<file path="config.mk">
export PLATFORM = sky130hd
export DESIGN_NAME = pwm_seq_ctrl
export DESIGN_NICKNAME = d
export VERILOG_FILES = /design/src/rtl/pwm_seq_ctrl.sv
export SDC_FILE = /design/constraint.sdc
export NUM_CORES = 1
export LEC_CHECK = 0
export ABC_CLOCK_PERIOD_IN_PS = 3000
export BUFFER_PORTS_ARGS = -buffer_cell sky130_fd_sc_hd__buf_4
export CAP_MARGIN = 20
export CELL_PAD_IN_SITES_DETAIL_PLACEMENT = 1
export CELL_PAD_IN_SITES_GLOBAL_PLACEMENT = 2
export CORE_ASPECT_RATIO = 0.9
export CORE_MARGIN = 2
export CORE_UTILIZATION = 42
export CTS_CLUSTER_SIZE = 25
export DETAILED_ROUTE_END_ITERATION = 8
export PLACE_DENSITY_LB_ADDON = 0.1
export REMOVE_ABC_BUFFERS = 1
export SLEW_MARGIN = 20
export SYNTH_ARGS = -nofsm -noshare
export SYNTH_HDL_FRONTEND = slang
export SYNTH_SLANG_ARGS = --single-unit
</file>
<file path="constraint.sdc">
create_clock -name clk -period 3 [get_ports clk]
set_clock_uncertainty 0.1 [all_clocks]
set_input_delay 0.75 -clock clk [delete_from_list [all_inputs] [get_ports clk]]
set_output_delay 0.75 -clock clk [all_outputs]
set_load 0.005 [all_outputs]
</file>
<file path="src/rtl/pwm_seq_ctrl.sv">
// pwm_seq_ctrl: plays a runtime-loaded table of (duty, hold) steps, changing duty only on PWM period boundaries.
// Define PWM_SEQ_RAMP_EN to slew duty by one LSB per period toward each loaded target.
module pwm_seq_ctrl #(
    parameter int R     = 5,
    parameter int DEPTH = 8,
    parameter int AW    = 3,
    parameter int HW    = 4
) (
    input  logic          clk,
    input  logic          reset,
    input  logic          period_end_i,
    input  logic          start_i,
    input  logic          stop_i,
    input  logic          loop_en_i,
    input  logic [AW-1:0] last_idx_i,
    input  logic          wr_en_i,
    input  logic [AW-1:0] wr_addr_i,
    input  logic [R-1:0]  wr_duty_i,
    input  logic [HW-1:0] wr_hold_i,
    output logic [R-1:0]  duty_o,
    output logic [AW-1:0] step_idx_o,
    output logic          busy_o,
    output logic          done_o
);
    typedef enum logic [1:0] {IDLE, ARM, RUN} state_e;
    state_e        state_q, state_d;
    logic [R-1:0]  duty_q, duty_d;
    logic [AW-1:0] step_q, step_d, last_q, last_d, ld_idx;
    logic [HW-1:0] hold_q, hold_d;
    logic          stop_q, stop_d, loop_q, loop_d, done_q, done_d, ld, fin;
    logic [R-1:0]  tbl_duty_q [DEPTH];
    logic [HW-1:0] tbl_hold_q [DEPTH];
`ifdef PWM_SEQ_RAMP_EN
    logic [R-1:0]  tgt_q, tgt_d;
    function automatic logic [R-1:0] toward(input logic [R-1:0] a, input logic [R-1:0] b);
        return (a < b) ? a + R'(1) : (a > b) ? a - R'(1) : a;
    endfunction
`endif
    always_comb begin
        state_d = state_q;
        duty_d  = duty_q;
        step_d  = step_q;
        hold_d  = hold_q;
        loop_d  = loop_q;
        last_d  = last_q;
        stop_d  = stop_q | (stop_i && state_q != IDLE);
        done_d  = 1'b0;
        ld      = 1'b0;
        ld_idx  = '0;
        fin     = 1'b0;
`ifdef PWM_SEQ_RAMP_EN
        tgt_d   = tgt_q;
`endif
        case (state_q)
            IDLE: if (start_i && !stop_i) begin
                state_d = ARM;
                loop_d  = loop_en_i;
                last_d  = (int'(last_idx_i) > DEPTH - 1) ? AW'(DEPTH - 1) : last_idx_i;
                step_d  = '0;
            end
            ARM: if (period_end_i) begin
                if (stop_d) fin = 1'b1;
                else begin
                    state_d = RUN;
                    ld      = 1'b1;
                end
            end
            RUN: if (period_end_i) begin
                if (stop_d) fin = 1'b1;
`ifdef PWM_SEQ_RAMP_EN
                else if (duty_q != tgt_q) duty_d = toward(duty_q, tgt_q);
`endif
                else if (hold_q != '0) hold_d = hold_q - HW'(1);
                else if (step_q != last_q) begin
                    ld     = 1'b1;
                    ld_idx = step_q + AW'(1);
                end
                else if (loop_q) ld = 1'b1;
                else begin
                    fin    = 1'b1;
                    done_d = 1'b1;
                end
            end
            default: state_d = IDLE;
        endcase
        // Table is read from the registered copy, so a same-cycle write is not seen
        if (ld) begin
            step_d = ld_idx;
            hold_d = tbl_hold_q[ld_idx];
`ifdef PWM_SEQ_RAMP_EN
            tgt_d  = tbl_duty_q[ld_idx];
            duty_d = toward(duty_q, tbl_duty_q[ld_idx]);
`else
            duty_d = tbl_duty_q[ld_idx];
`endif
        end
        if (fin) begin
            state_d = IDLE;
            duty_d  = '0;
            step_d  = '0;
            stop_d  = 1'b0;
        end
    end
    always_ff @(posedge clk or negedge reset) begin
        if (!reset) begin
            state_q <= IDLE;
            duty_q  <= '0;
            step_q  <= '0;
            hold_q  <= '0;
            last_q  <= '0;
            loop_q  <= 1'b0;
            stop_q  <= 1'b0;
            done_q  <= 1'b0;
`ifdef PWM_SEQ_RAMP_EN
            tgt_q   <= '0;
`endif
            for (int i = 0; i < DEPTH; i++) begin
                tbl_duty_q[i] <= '0;
                tbl_hold_q[i] <= '0;
            end
        end else begin
            state_q <= state_d;
            duty_q  <= duty_d;
            step_q  <= step_d;
            hold_q  <= hold_d;
            last_q  <= last_d;
            loop_q  <= loop_d;
            stop_q  <= stop_d;
            done_q  <= done_d;
`ifdef PWM_SEQ_RAMP_EN
            tgt_q   <= tgt_d;
`endif
            if (wr_en_i && int'(wr_addr_i) < DEPTH) begin
                tbl_duty_q[wr_addr_i] <= wr_duty_i;
                tbl_hold_q[wr_addr_i] <= wr_hold_i;
            end
        end
    end
    assign duty_o     = duty_q;
    assign step_idx_o = step_q;
    assign busy_o     = (state_q != IDLE);
    assign done_o     = done_q;
endmodule

</file>
Yosys cells after proc, flatten, opt, wreduce, memory -nomap -nowiden

Cells that the tools add are included.

Flip-flop bits (word level): 92
Word-level logic and storage cells: 110
Output and inout bits: 10
Bits of input ports: 22

Equal/unequal tests: 8
$lt $le $gt $ge: 3
Multiplexer cells: 53
Reductions and logical operators: 17
Add/sub/neg operators: 2
Bitwise gates (word level): 3

Operators with widths:

| kind                  | count |
|---|---|
| $bwmux W40            | 1 |
| $bwmux W32            | 1 |
| $mux W4               | 8 |
| $mux W3               | 9 |
| $mux W5               | 5 |
| $mux W1               | 18 |
| $bmux W5 S3           | 1 |
| $demux W5 S3          | 1 |
| $bmux W4 S3           | 1 |
| $demux W4 S3          | 1 |
| $reduce_bool A2 Y1    | 5 |
| $ne A3 B3 Y1 const B  | 3 |
| $ge A4 B4 Y1 const B  | 2 |
| $mux W2               | 4 |
| $not A3 Y4            | 2 |
| $reduce_and A4 Y1     | 2 |
| $pmux W2 S3           | 1 |
| $reduce_bool A3 Y1    | 2 |
| $lt A4 B1 Y1 const B  | 1 |
| $ne A2 B2 Y1 const B  | 2 |
| $pmux W1 S2           | 2 |
| $reduce_and A2 Y1     | 2 |
| $reduce_bool A4 Y1    | 1 |
| $sub A4 B1 Y4 const B | 1 |
| other kinds (8)       | 10 |

Depth between registers and ports, before layout

Gate-level depths: netlist (run 1).

Word-level depth: 12
Mapped depth: 10
Depth with buffers taken out: 8

Least setup slack after synthesis (run 1)

No wires, ideal clock.

Path kind: input -> register
Start point: input port period_end_i
End point: register hold_q[0]
Data arrival time: 2053 ps
Required time: 2774 ps
Setup time: 126 ps
Stages on the path: 7
Setup slack: 721 ps
Cells stage by stage: and2b_1 > nand4_2 > buf_2 > a211o_1 > nand2_1 > o311ai_1 > a221o_1

Cells in the longest elaborated chain, start to end: 7
Elaborated cells between the ends (all ways): 15
Classes of those cells: eq/ne: 1; mux: 9; bitwise: 1; reduce/logical: 4

Ends and longest elaborated chain:

| what                                        | RTL line | source |
|---|---|---|
| start: declaration                          | 11       | `input logic period_end_i,` |
| $mux W3                                     | 68       | `RUN: if (period_end_i) begin` |
| $mux W3                                     | 54       | `case (state_q)` |
| $not A3 Y4 (not written as such)            | 89       | `hold_d = tbl_hold_q[ld_idx];` |
| $bmux W4 S3                                 | 89       |  |
| $mux W4 (not written as such) (2 in series) | 89       |  |
| $mux W4                                     | 87       | `if (ld) begin` |
| end signal: assignment                      | 125      | `hold_q <= hold_d;` |
| end: declaration                            | 29       | `logic [HW-1:0] hold_q, hold_d;` |

Several ways; a longest one is shown, not always the timed one. The select of a mux whose other input is x is not followed.
A chain may end at the register's enable or synchronous reset.

Worst setup path after layout (run 1)

Start point: register step_q[0], in the netlist step_idx_o[0]
End point: register duty_q[1], in the netlist duty_o[1]

Cells in the longest elaborated chain, start to end: 12
Elaborated cells between the ends (all ways): 24
Classes of those cells: add/sub: 1; eq/ne: 1; mux: 20; bitwise: 1; reduce/logical: 1

Ends and longest elaborated chain:

| what                                          | RTL line | source |
|---|---|---|
| start: declaration                            | 28       | `logic [AW-1:0] step_q, step_d, last_q, last_d, ld_idx;` |
| start signal: assignment                      | 124      | `step_q <= step_d;` |
| $add A3 B1 Y3 or $ne A3 B3 Y1 (tied branches) | 76, 74   |  |
| $mux W3                                       | 74       | `else if (step_q != last_q) begin` |
| $mux W3                                       | 73       | `else if (hold_q != '0) hold_d = hold_q - HW'(1);` |
| $mux W3                                       | 69       | `if (stop_d) fin = 1'b1;` |
| $mux W3                                       | 68       |  |
| $mux W3                                       | 54       |  |
| $not A3 Y4 (not written as such)              | 94       | `duty_d = tbl_duty_q[ld_idx];` |
| $bmux W5 S3                                   | 94       |  |
| $mux W5 (not written as such) (2 in series)   | 94       |  |
| $mux W5                                       | 87       |  |
| $mux W5                                       | 97       | `if (fin) begin` |
| end signal: assignment                        | 123      | `duty_q <= duty_d;` |
| end: declaration                              | 27       | `logic [R-1:0] duty_q, duty_d;` |

Several ways; a longest one is shown, not always the timed one. The select of a mux whose other input is x is not followed.

==> summary.txt, run 1 <==
STA
  • Max Clock Freq: 379 MHz
  • Pins Over Slew Limit: 0
  • Final Critical Period: 2640 ps
  • Final setup violation count: 0
  • Relative slew slack: 59.6%
  • Fin Setup TNS: 0 ps
  • Hold slack: 262 ps
  • Worst-Margin Slew: 602 ps
  • RSZ-0062 raised after global routing: false
  • Tcrit/Tclk final: 88.0%
  • Final Hold Viols: 0

Route
  • Router iterations before antenna repair: 4
  • Drt drc: 0
  • 1st-iter DRT viols: around 110
  • Drt total wl: 11,500 um
  • ANT nets after route: 0
  • DR vias: about 3,200
  • Wire per inst: 21.2 um
  • Vias per cell: 5.82

Global routing
  • Largest net degree at the start of global routing: 60
  • Initial antenna violation count: 0
  • All-Layer GR Usage: between 20% and 30%
  • First-pass GRT wire length: 18,600 um
  • GR Overflow Total: 0
  • Vias in the first global route: 3,303

Layout
  • Area occupied by multi-input gates: 2160 um2
  • Layout cell share with drive strength beyond 1: 39.3%
  • Seq. cell area: 2300 um2
  • Final nets: 434
  • Fill count: roughly 1,100
  • Design area: 5370 um2
  • ANT cells: 0
  • Area Growth Syn to Fin: 16.6%

Logic synthesis
  • Top FF cell, synth: dfrtp_1
  • Compound-Gate Fraction of Synth Area: 9.04%
  • Simple-gate share of the synthesized area: a little under an eighth
  • Register area share after synthesis: 49.9%
  • Asr flop ratio synth: between 90% and 100%
  • Register bit total from synthesis: 92
  • Synthesized area per cell: around 13 um2
  • Cell count after synthesis: 367
  • Number of flops mapped to enable cells by yosys: 0
  • Largest family of logic cells by synthesized area: multiplexers
  • Top post-synthesis cells by area: dfrtp_1, mux2_2, mux2i_1
  • Warnings, synthesis: 0
  • XOR/XNOR Fraction of Synth Area: 0.950%
  • Synthesized area: 4610 um2
  • Multiplexer area fraction after synthesis: 23.8%
  • Largest area contributor in the netlist: dfrtp_1
  • Post-synth top area share: 49.9%
  • Adder-cell share of the synthesized area: 1.90%
  • Post-synthesis cell type count: 55

Clock tree
  • Reg clk slew, reported paths: 60 ps
  • # resized after CTS: 0
  • Clk Latency, worst-skew pair: 340 ps
  • H-tree depth: 3
  • # hold bufs at CTS: 0
  • CTS buffer count: 9
  • Clock buffer depth: 2
  • Post-CTS setup buffers: 0
  • Root Buffer: clkbuf_16
  • CTS tree: yes
  • Total clock sinks: 92

Die
  • Die Y: 103 um
  • Core Box Area: 10,800 um2
  • IO Count: 32
  • Number of cell rows: 36
  • Starting density of the core: around 43%
  • Total die area: about 12,000 um2
  • Die width: around 110 um

Placement
  • Routability Congestion: ~0.77
  • DP HPWL: 7670 um
  • Area of placed instances: just over 5000 um2
  • I/O Buffers: 31

Job
  • Maxcap violations: 0

Critical path
  • Largest stage delay on the critical path: approximately 700 ps
  • Critical Path RT: 3130 ps
  • Crit Path Class: reg -> reg
  • Worst Path Buf+Inv: 1
  • Crit path cell chain: ha_1 > buf_4 > nor4b_1 > o21ai_0 > a32oi_1 > nand2_1
  • Slowest CP cell: ha_1
  • CP Max Fanout: 24
  • Critical Path AT: 2770 ps
  • Critical Path Sink Type: register
  • Top delay family on crit path: adder cells
  • CP Launch Type: register

Pwr
  • Cell Pwr Density: between 700 and 800 nW/um2
  • LEAKAGE: 0.00224 uW
  • Max rail drop VDD: ~370 uV
  • Overall Power: 4000 uW

Status
  • Status: completed

Hold path
  • Worst hold-check path type: in -> async
[state kept, by name, indices dropped and copies added (netlist names)]
register,cells
done_o,1
duty_o,5
hold_q,4
last_q,3
loop_q,1
state_q,2
step_idx_o,3
stop_q,1
tbl_duty_q,40
tbl_hold_q,32
[logic make-up (layout without fill, tap and decap cells)]
group,after synthesis,in the layout
adders and majority gates,7,7
and+or+nand+nor,81,81
buffers and inverters,30,73
AOI/OAI and AO/OA,57,57
DFF,92,92
xor gates and xnor gates,5,5
muxes,95,95
[worst reg2reg max path, cell delays in order, from the launching register on]
cell and delay, ps:
dfrtp_1 550, ha_1 700, buf_4 410, nor4b_1 350
o21ai_0 130, a32oi_1 220, nand2_1 70
[power by group]
| part | total (uW) | switching (uW) | internal, uW |
|---|---|---|---|
| clock | 1240 | 478 | 762 |
| sequential | 1730 | 188 | 1550 |
| combinational | 1030 | 522 | 504 |
[layer usage]
metal | global-route usage (%) | wire length (um) | up-vias
met5 | 0 | 0 | -
met4 | 4.88 | 158 | 0
met3 | 5.07 | 320 | 11
met2 | 34.5 | 5490 | 43
met1 | 29.0 | 5560 | 1649
li1 | - | - | 1455
[per-stage QoR]
stage          instances  setup WS (ps)  util, %
3_3_place_gp         527            446     46.8
2_1_floorplan        346          -68.0        -
4_1_cts              543            328     49.9
6_report             543            361     49.9
5_1_grt              543            156     49.9
3_5_place_dp         527            346     46.8
[cell usage in the layout, fill, tap and decap left out, types with 3 or more instances in the layout]
cell,count
o211ai_1,3
nand2b_1,4
nand4b_1,4
mux4_2,4
a31o_2,3
mux2i_1,14
a21oi_1,7
nor2_2,3
xnor2_1,4
nand2_1,16
nor3b_1,3
dfrtp_1,92
nand4_1,5
nor4b_1,8
a32oi_1,5
a31oi_1,4
a221oi_1,3
buf_4,47
a2bb2oi_1,4
clkbuf_16,9
inv_1,9
mux2_2,77
o21ai_0,13
nand3_1,8
clkbuf_8,5
nor2_1,11
nor3_1,4
ha_1,7
[path summary, 6_finish.rpt]
path / from / endpoint / slack, ps / depth (start not counted)
max in group asynchronous: reset / tbl_duty_q[9] / 1840 / 2
setup reg to reg: step_idx_o[0] / duty_o[1] / 360 / 6
hold / removal: reset / state_q[0] / 260 / 1
setup / recovery: step_idx_o[0] / duty_o[1] / 360 / 6
hold reg to reg: tbl_hold_q[17] / tbl_hold_q[17] / 400 / 1
min in group clk: tbl_hold_q[17] / tbl_hold_q[17] / 400 / 1
[layout make-up]
type                       instances  area share (%)
tap                              133            3.10
multi-input combinational        245            40.3
timing repair buffer              48            6.94
inverter                           9           0.629
sequential                        92            42.9
clock buffer                      14            5.47
clock inverter                     2           0.722
[cells in the mapped netlist, drive strengths merged, types with 2 or more instances]
| library cell | instances |
|---|---|
| inv | 9 |
| nand4b | 4 |
| buf | 10 |
| nor2 | 14 |
| mux4 | 4 |
| a21oi | 7 |
| a32oi | 5 |
| nand2b | 4 |
| nor3b | 4 |
| a221o | 2 |
| o21a | 2 |
| o211ai | 3 |
| xnor2 | 4 |
| a31o | 3 |
| a2bb2oi | 4 |
| and3 | 2 |
| a31oi | 4 |
| nand4 | 6 |
| clkbuf | 11 |
| o22ai | 2 |
| mux2i | 14 |
| a221oi | 3 |
| nor4b | 8 |
| nand2 | 16 |
| nand3 | 8 |
| nor3 | 7 |
| ha | 7 |
| mux2 | 77 |
| o21ai | 14 |
| dfrtp | 92 |
(Power assumes the default switching activity.)
==> run 2: changes to the inputs <==
Settings changed: CELL_PAD_IN_SITES_DETAIL_PLACEMENT 1 to 0, CELL_PAD_IN_SITES_GLOBAL_PLACEMENT 2 to 1, CORE_UTILIZATION 42 to 45, PLACE_DENSITY set to 0.71, PLACE_DENSITY_LB_ADDON 0.1 to unset.
==> run 2 against run 1 <==
Via count down 3.0%. Core utilization up 2.8 points. Global-route usage decreased by 1.0 points. Sequential power hardly changed. Critical path depth up 2. Worst hold slack better by 9.4 ps. Cell area decreased by 0.84%. Sequential share of layout area grew 0.36 points. Critical endpoint is now hold_q[2]. Largest power group unchanged. Highest routed layer unchanged.
==> summary.txt, run 2 (synthesized netlist as in run 1, its figures left out) <==
Global routing
  • Initial antenna violation count: 0 (unchanged)
  • GR Overflow Total: 0 (unchanged)
  • All-Layer GR Usage: 20.1% (was 21.2%)
  • Vias in the first global route: 3,110 (was 3,303)
  • First-pass GRT wire length: 17,000 um (was 18,600 um)
  • Largest net degree at the start of global routing: 58 (was 60)

Route
  • Router iterations before antenna repair: 6 (was 4)
  • Drt total wl: 10,500 um (was 11,500 um)
  • Drt drc: 0 (unchanged)
  • 1st-iter DRT viols: 198 (was 108)
  • DR vias: 3,064 (was 3,158)
  • ANT nets after route: 0 (unchanged)
  • Wire per inst: 19.4 um (was 21.2 um)
  • Vias per cell: 5.68 (was 5.82)

STA
  • Worst-Margin Slew: 589 ps (was 602 ps)
  • Final Critical Period: 2530 ps (was 2640 ps)
  • RSZ-0062 raised after global routing: false (unchanged)
  • Max Clock Freq: 395 MHz (was 379 MHz)
  • Relative slew slack: 60.4% (was 59.6%)
  • Pins Over Slew Limit: 0 (unchanged)
  • Tcrit/Tclk final: 84.3% (was 88.0%)
  • Final Hold Viols: 0 (unchanged)
  • Final setup violation count: 0 (unchanged)

Die
  • Starting density of the core: 45.6% (was 42.8%)
  • Number of cell rows: 35 (was 36)
  • Die width: 111 um (was 114 um)
  • IO Count: 32 (unchanged)
  • Core Box Area: 10,100 um2 (was 10,800 um2)
  • Die Y: 100 um (was 103 um)
  • Total die area: 11,100 um2 (was 11,800 um2)

Clock tree
  • # hold bufs at CTS: 0 (unchanged)
  • H-tree depth: 3 (unchanged)
  • Root Buffer: clkbuf_16 (unchanged)
  • Post-CTS setup buffers: 0 (unchanged)
  • Clk Latency, worst-skew pair: 340 ps (about the same)
  • # resized after CTS: 0 (unchanged)
  • Total clock sinks: 92 (unchanged)
  • Clock buffer depth: 2 (unchanged)
  • CTS tree: yes (unchanged)
  • Reg clk slew, reported paths: 60 ps (about the same)
  • CTS buffer count: 9 (unchanged)

Pwr
  • Combinational fraction of design power: 26.0% (was 25.7%)
  • Register share of total power: 44.9% (was 43.4%)
  • Switching Power: 1170 uW (was 1190 uW)
  • Int Pwr: 2700 uW (was 2810 uW)
  • Max rail drop VDD: 304 uV (was 372 uV)
  • LEAKAGE: 0.00221 uW (was 0.00224 uW)
  • Cell Pwr Density: 726 nW/um2 (was 745 nW/um2)
  • Fraction of power consumed by the clock network: 29.1% (was 31.0%)
  • Switching fraction of total power: 30.4% (was 29.7%)

Placement
  • I/O Buffers: 31 (unchanged)
  • DP Cell Count: 523 (was 527)
  • Area of placed instances: 5030 um2 (was 5040 um2)
  • Routability Congestion: 0.856 (was 0.775)
  • DP HPWL: 7190 um (was 7670 um)

Layout
  • Most flops, register: tbl_duty_q (unchanged)
  • Most frequent cells in the layout: dfrtp_1, mux2_2, buf_4 (unchanged)
  • Most common cell after layout, fill and taps aside: dfrtp_1 (unchanged)
  • Area Growth Syn to Fin: 15.6% (was 16.6%)
  • Final nets: 434 (unchanged)
  • Fill count: 902 (was 1,124)
  • Final non-filler cell total: 539 (was 543)
  • ANT cells: 0 (unchanged)
  • Largest register FFs: 40 (unchanged)
  • Design area: 5330 um2 (was 5370 um2)
  • Layout cell share with drive strength beyond 1: 39.0% (was 39.3%)

Critical path
  • Critical Path Sink Type: register (unchanged)
  • Reg2Reg Depth: 8 (was 6)
  • CP Launch Type: register (unchanged)
  • Critical Path AT: 2690 ps (was 2770 ps)
  • Crit Path Class: reg -> reg (unchanged)
  • CP Max Fanout: 9 (was 24)
  • Critical Path RT: 3160 ps (was 3130 ps)

Job
  • Maxcap violations: 0 (unchanged)

Hold path
  • Worst hold-check path type: in -> async (unchanged)

Status
  • Status: completed (unchanged)
run 2: cell types whose count changed in the layout (fill, tap and decap cells not counted), sizes merged:
cell	previous run	this run
clkinv	1	2
clkbuf	14	10
inv	9	10
clkinvlp	0	2
run 2: critical path, stage by stage (launching register included):
cell,delay [ps]
dfrtp_1,410
inv_1,110
ha_1,230
nand2b_1,240
nand3_1,220
nor4_4,610
a32oi_1,220
o31a_1,150
o211ai_1,150
run 2: power groups by stage:
stage | registers (uW) | logic (uW) | clock network [uW]
after floorplan | 1700 | 724 | 0
final | 1740 | 1010 | 1130
after CTS | 1730 | 1020 | 1150
after global placement | 1740 | 985 | 0
after global routing | 1770 | 1120 | 1210
after detailed placement | 1750 | 1010 | 0
run 2: layout make-up:
| type | count | area (um2) | share of cell area, % |
|---|---|---|---|
| Tap cell | 129 | 161 | 3.03 |
| Clock buffer | 10 | 229 | 4.30 |
| Sequential cell | 92 | 2300 | 43.2 |
| Clock inverter | 6 | 63.8 | 1.20 |
| Inverter | 9 | 33.8 | 0.634 |
| Multi-Input combinational cell | 245 | 2160 | 40.6 |
| Timing Repair Buffer | 48 | 373 | 7.00 |
run 2: metrics by stage:
stage	power (uW)	setup WS, ps	util, %	setup TNS (ps)	hold slack [ps]
finish	3870	471	52.7	0	271
global route	4100	273	52.7	0	295
CTS	3900	509	52.7	0	278
detailed placement	2770	424	49.8	0	387
global placement	2730	492	49.8	0	380
floorplan	2420	-68.0	-	-68.0	354
run 2: worst paths after layout:
| check | from | to | slack (ps) |
|---|---|---|---|
| setup / recovery | state_q[0] | hold_q[2] | 470 |
| hold / removal | reset | stop_q | 270 |
| setup reg to reg | state_q[0] | hold_q[2] | 470 |
| hold reg to reg | tbl_duty_q[29] | tbl_duty_q[29] | 400 |
| max in group asynchronous | reset | tbl_duty_q[12] | 1860 |
| min in group clk | tbl_duty_q[29] | tbl_duty_q[29] | 400 |
run 2: per-layer routing:
metal,wire length [um],global-route usage [%]
met1,5210,28.9
met2,4580,30.2
met3,552,5.92
met4,134,5.38
met5,0,0
==> run 3: changes to the inputs <==
Settings changed: ABC_CLOCK_PERIOD_IN_PS 3000 to 2380.
Clock period 3 ns to 2.38 ns, I/O delays scaled along.
==> run 3 against run 2 <==
Clock-buffer cell count down 1. Die area unchanged. Critical endpoint is now step_idx_o[1]. Sequential power up 26%. Highest routed layer unchanged.
==> summary.txt, run 3 (synthesized netlist as in run 1, its figures left out) <==
STA
  • Final setup violation count: 0 (unchanged)
  • RSZ-0062 raised after global routing: true (was false)
  • Final Critical Period: 2300 ps (was 2530 ps)
  • Max Clock Freq: 434 MHz (was 395 MHz)
  • Tcrit/Tclk final: 96.8% (was 84.3%)
  • Relative slew slack: 49.8% (was 60.4%)
  • Hold slack: 72.9 ps (was 271 ps)
  • Pins Over Slew Limit: 0 (unchanged)
  • Fin Setup TNS: 0 ps (unchanged)
  • Final Hold Viols: 0 (unchanged)
  • Worst-Margin Slew: 749 ps (was 589 ps)

Global routing
  • Largest net degree at the start of global routing: 49 (was 58)
  • Initial antenna violation count: 0 (unchanged)
  • All-Layer GR Usage: 20.0% (was 20.1%)
  • Vias in the first global route: 3,211 (was 3,110)
  • First-pass GRT wire length: 17,100 um (was 17,000 um)
  • GR Overflow Total: 0 (unchanged)

Critical path
  • Crit Path Class: reg -> reg (unchanged)
  • Largest stage delay on the critical path: 450 ps (was 610 ps)
  • Crit path cell chain: xnor2_1 > and3_1 > buf_4 > nand4_1 > a21oi_1 > nor2b_1 > a31o_2 (was inv_1 > ha_1 > nand2b_1 > nand3_1 > nor4_4 > a32oi_1 > o31a_1 > o211ai_1)
  • Critical Path RT: 2510 ps (was 3160 ps)
  • Critical Path Sink Type: register (unchanged)
  • CP Max Fanout: 12 (was 9)
  • CP Launch Type: register (unchanged)
  • Slowest CP cell: dfrtp_1 (was nor4_4)
  • Critical Path AT: 2430 ps (was 2690 ps)

Clock tree
  • H-tree depth: 3 (unchanged)
  • Clock buffer depth: 2 (unchanged)
  • CTS tree: yes (unchanged)
  • Root Buffer: clkbuf_16 (unchanged)
  • Clk Latency, worst-skew pair: 340 ps (about the same)
  • Reg clk slew, reported paths: 60 ps (about the same)
  • CTS buffer count: 9 (unchanged)
  • Total clock sinks: 92 (unchanged)

Route
  • Vias per cell: 5.72 (was 5.68)
  • DR WL met2: 4840 um (was 4580 um)
  • Router iterations before antenna repair: 4 (was 6)
  • Wire per inst: 19.2 um (was 19.4 um)
  • M1 WL: 5360 um (was 5210 um)
  • Drt drc: 0 (unchanged)
  • 1st-iter DRT viols: 138 (was 198)
  • ANT nets after route: 0 (unchanged)
  • Drt total wl: 10,700 um (was 10,500 um)
  • Top Metal Used: met4 (unchanged)
  • Met3 WL post-DR: 356 um (was 552 um)
  • DR vias: 3,181 (was 3,064)

Die
  • Total die area: 11,100 um2 (unchanged)
  • Die width: 111 um (unchanged)
  • Number of cell rows: 35 (unchanged)
  • Die Y: 100 um (unchanged)
  • Starting density of the core: 45.6% (unchanged)
  • Core Box Area: 10,100 um2 (unchanged)
  • IO Count: 32 (unchanged)

Placement
  • DP HPWL: 7390 um (was 7190 um)
  • I/O Buffers: 31 (unchanged)
  • Routability Congestion: 0.829 (was 0.856)

Layout
  • Fill count: 856 (was 902)
  • Area occupied by multi-input gates: 2200 um2 (was 2160 um2)
  • Area Growth Syn to Fin: 19.1% (was 15.6%)
  • Largest register FFs: 40 (unchanged)
  • ANT cells: 0 (unchanged)
  • Layout cell share with drive strength beyond 1: 42.6% (was 39.0%)
  • Seq. cell area: 2300 um2 (unchanged)
  • Most common cell after layout, fill and taps aside: dfrtp_1 (unchanged)
  • Final nets: 453 (was 434)
  • Most flops, register: tbl_duty_q (unchanged)
  • Most frequent cells in the layout: dfrtp_1, mux2_2, buf_4 (unchanged)

Pwr
  • Cell Pwr Density: 904 nW/um2 (was 726 nW/um2)
  • Max rail drop VDD: 703 uV (was 304 uV)
  • Overall Power: 4960 uW (was 3870 uW)
  • LEAKAGE: 0.00230 uW (was 0.00221 uW)

Job
  • Maxcap violations: 0 (unchanged)

Status
  • Status: completed (unchanged)

Hold path
  • Worst hold-check path type: in -> async (unchanged)
==> run 3: where the power goes <==
part	switching [uW]	total (uW)	internal, uW
Clock	573	1370	798
Combinational	689	1410	719
Sequential	235	2190	1950
==> run 3: area by class of cell <==
type / count / share of cell area (%)
Clock buffer: 9 / 4.10
Clock inverter: 5 / 1.00
Inverter: 9 / 0.615
Multi-Input combinational cell: 245 / 40.0
Sequential cell: 92 / 41.9
Tap cell: 129 / 2.94
Timing Repair Buffer: 67 / 9.39
==> run 3: stage by stage <==
stage	utilization, %	std cells	area, um2	setup WS [ps]
after detailed placement	51.2	542	5180	35.2
after CTS	54.0	556	5460	13.4
after global placement	51.2	542	5180	46.7
after global routing	54.3	556	5490	-6.47
final	54.3	556	5490	75.9
after floorplan	-	346	4500	-688
==> run 3: worst max-delay path, delay by kind of cell, from the launching register on <==
kind | cells | cell delay (ps)
buf+inv | 1 | 280
simple gates | 3 | 600
flops | 1 | 450
compound gates | 2 | 480
xor+xnor | 1 | 280
==> run 3: final timing paths <==
kind	to	startpoint	slack (ps)	cells past startpoint
setup / recovery	step_idx_o[1]	step_idx_o[1]	80	7
hold / removal	state_q[0]	reset	70	1
setup reg to reg	step_idx_o[1]	step_idx_o[1]	80	7
hold reg to reg	tbl_duty_q[29]	tbl_duty_q[29]	400	1
max in group asynchronous	tbl_duty_q[26]	reset	1520	2
min in group clk	loop_q	loop_en_i	390	2
==> run 3: timing repair <==
item | 4_1_cts | 5_1_grt
buffers inserted | 0 | 0
hold buffers | 0 | 0
resized for setup | 0 | 6
setup endpoints to repair | 0 | 9
==> run 3: per-layer routing <==
metal | vias up | GRT usage (%)
met1 | 1640 | 29.0
met4 | 0 | 5.67
met2 | 52 | 31.0
met3 | 9 | 3.99
li1 | 1480 | -
met5 | - | 0
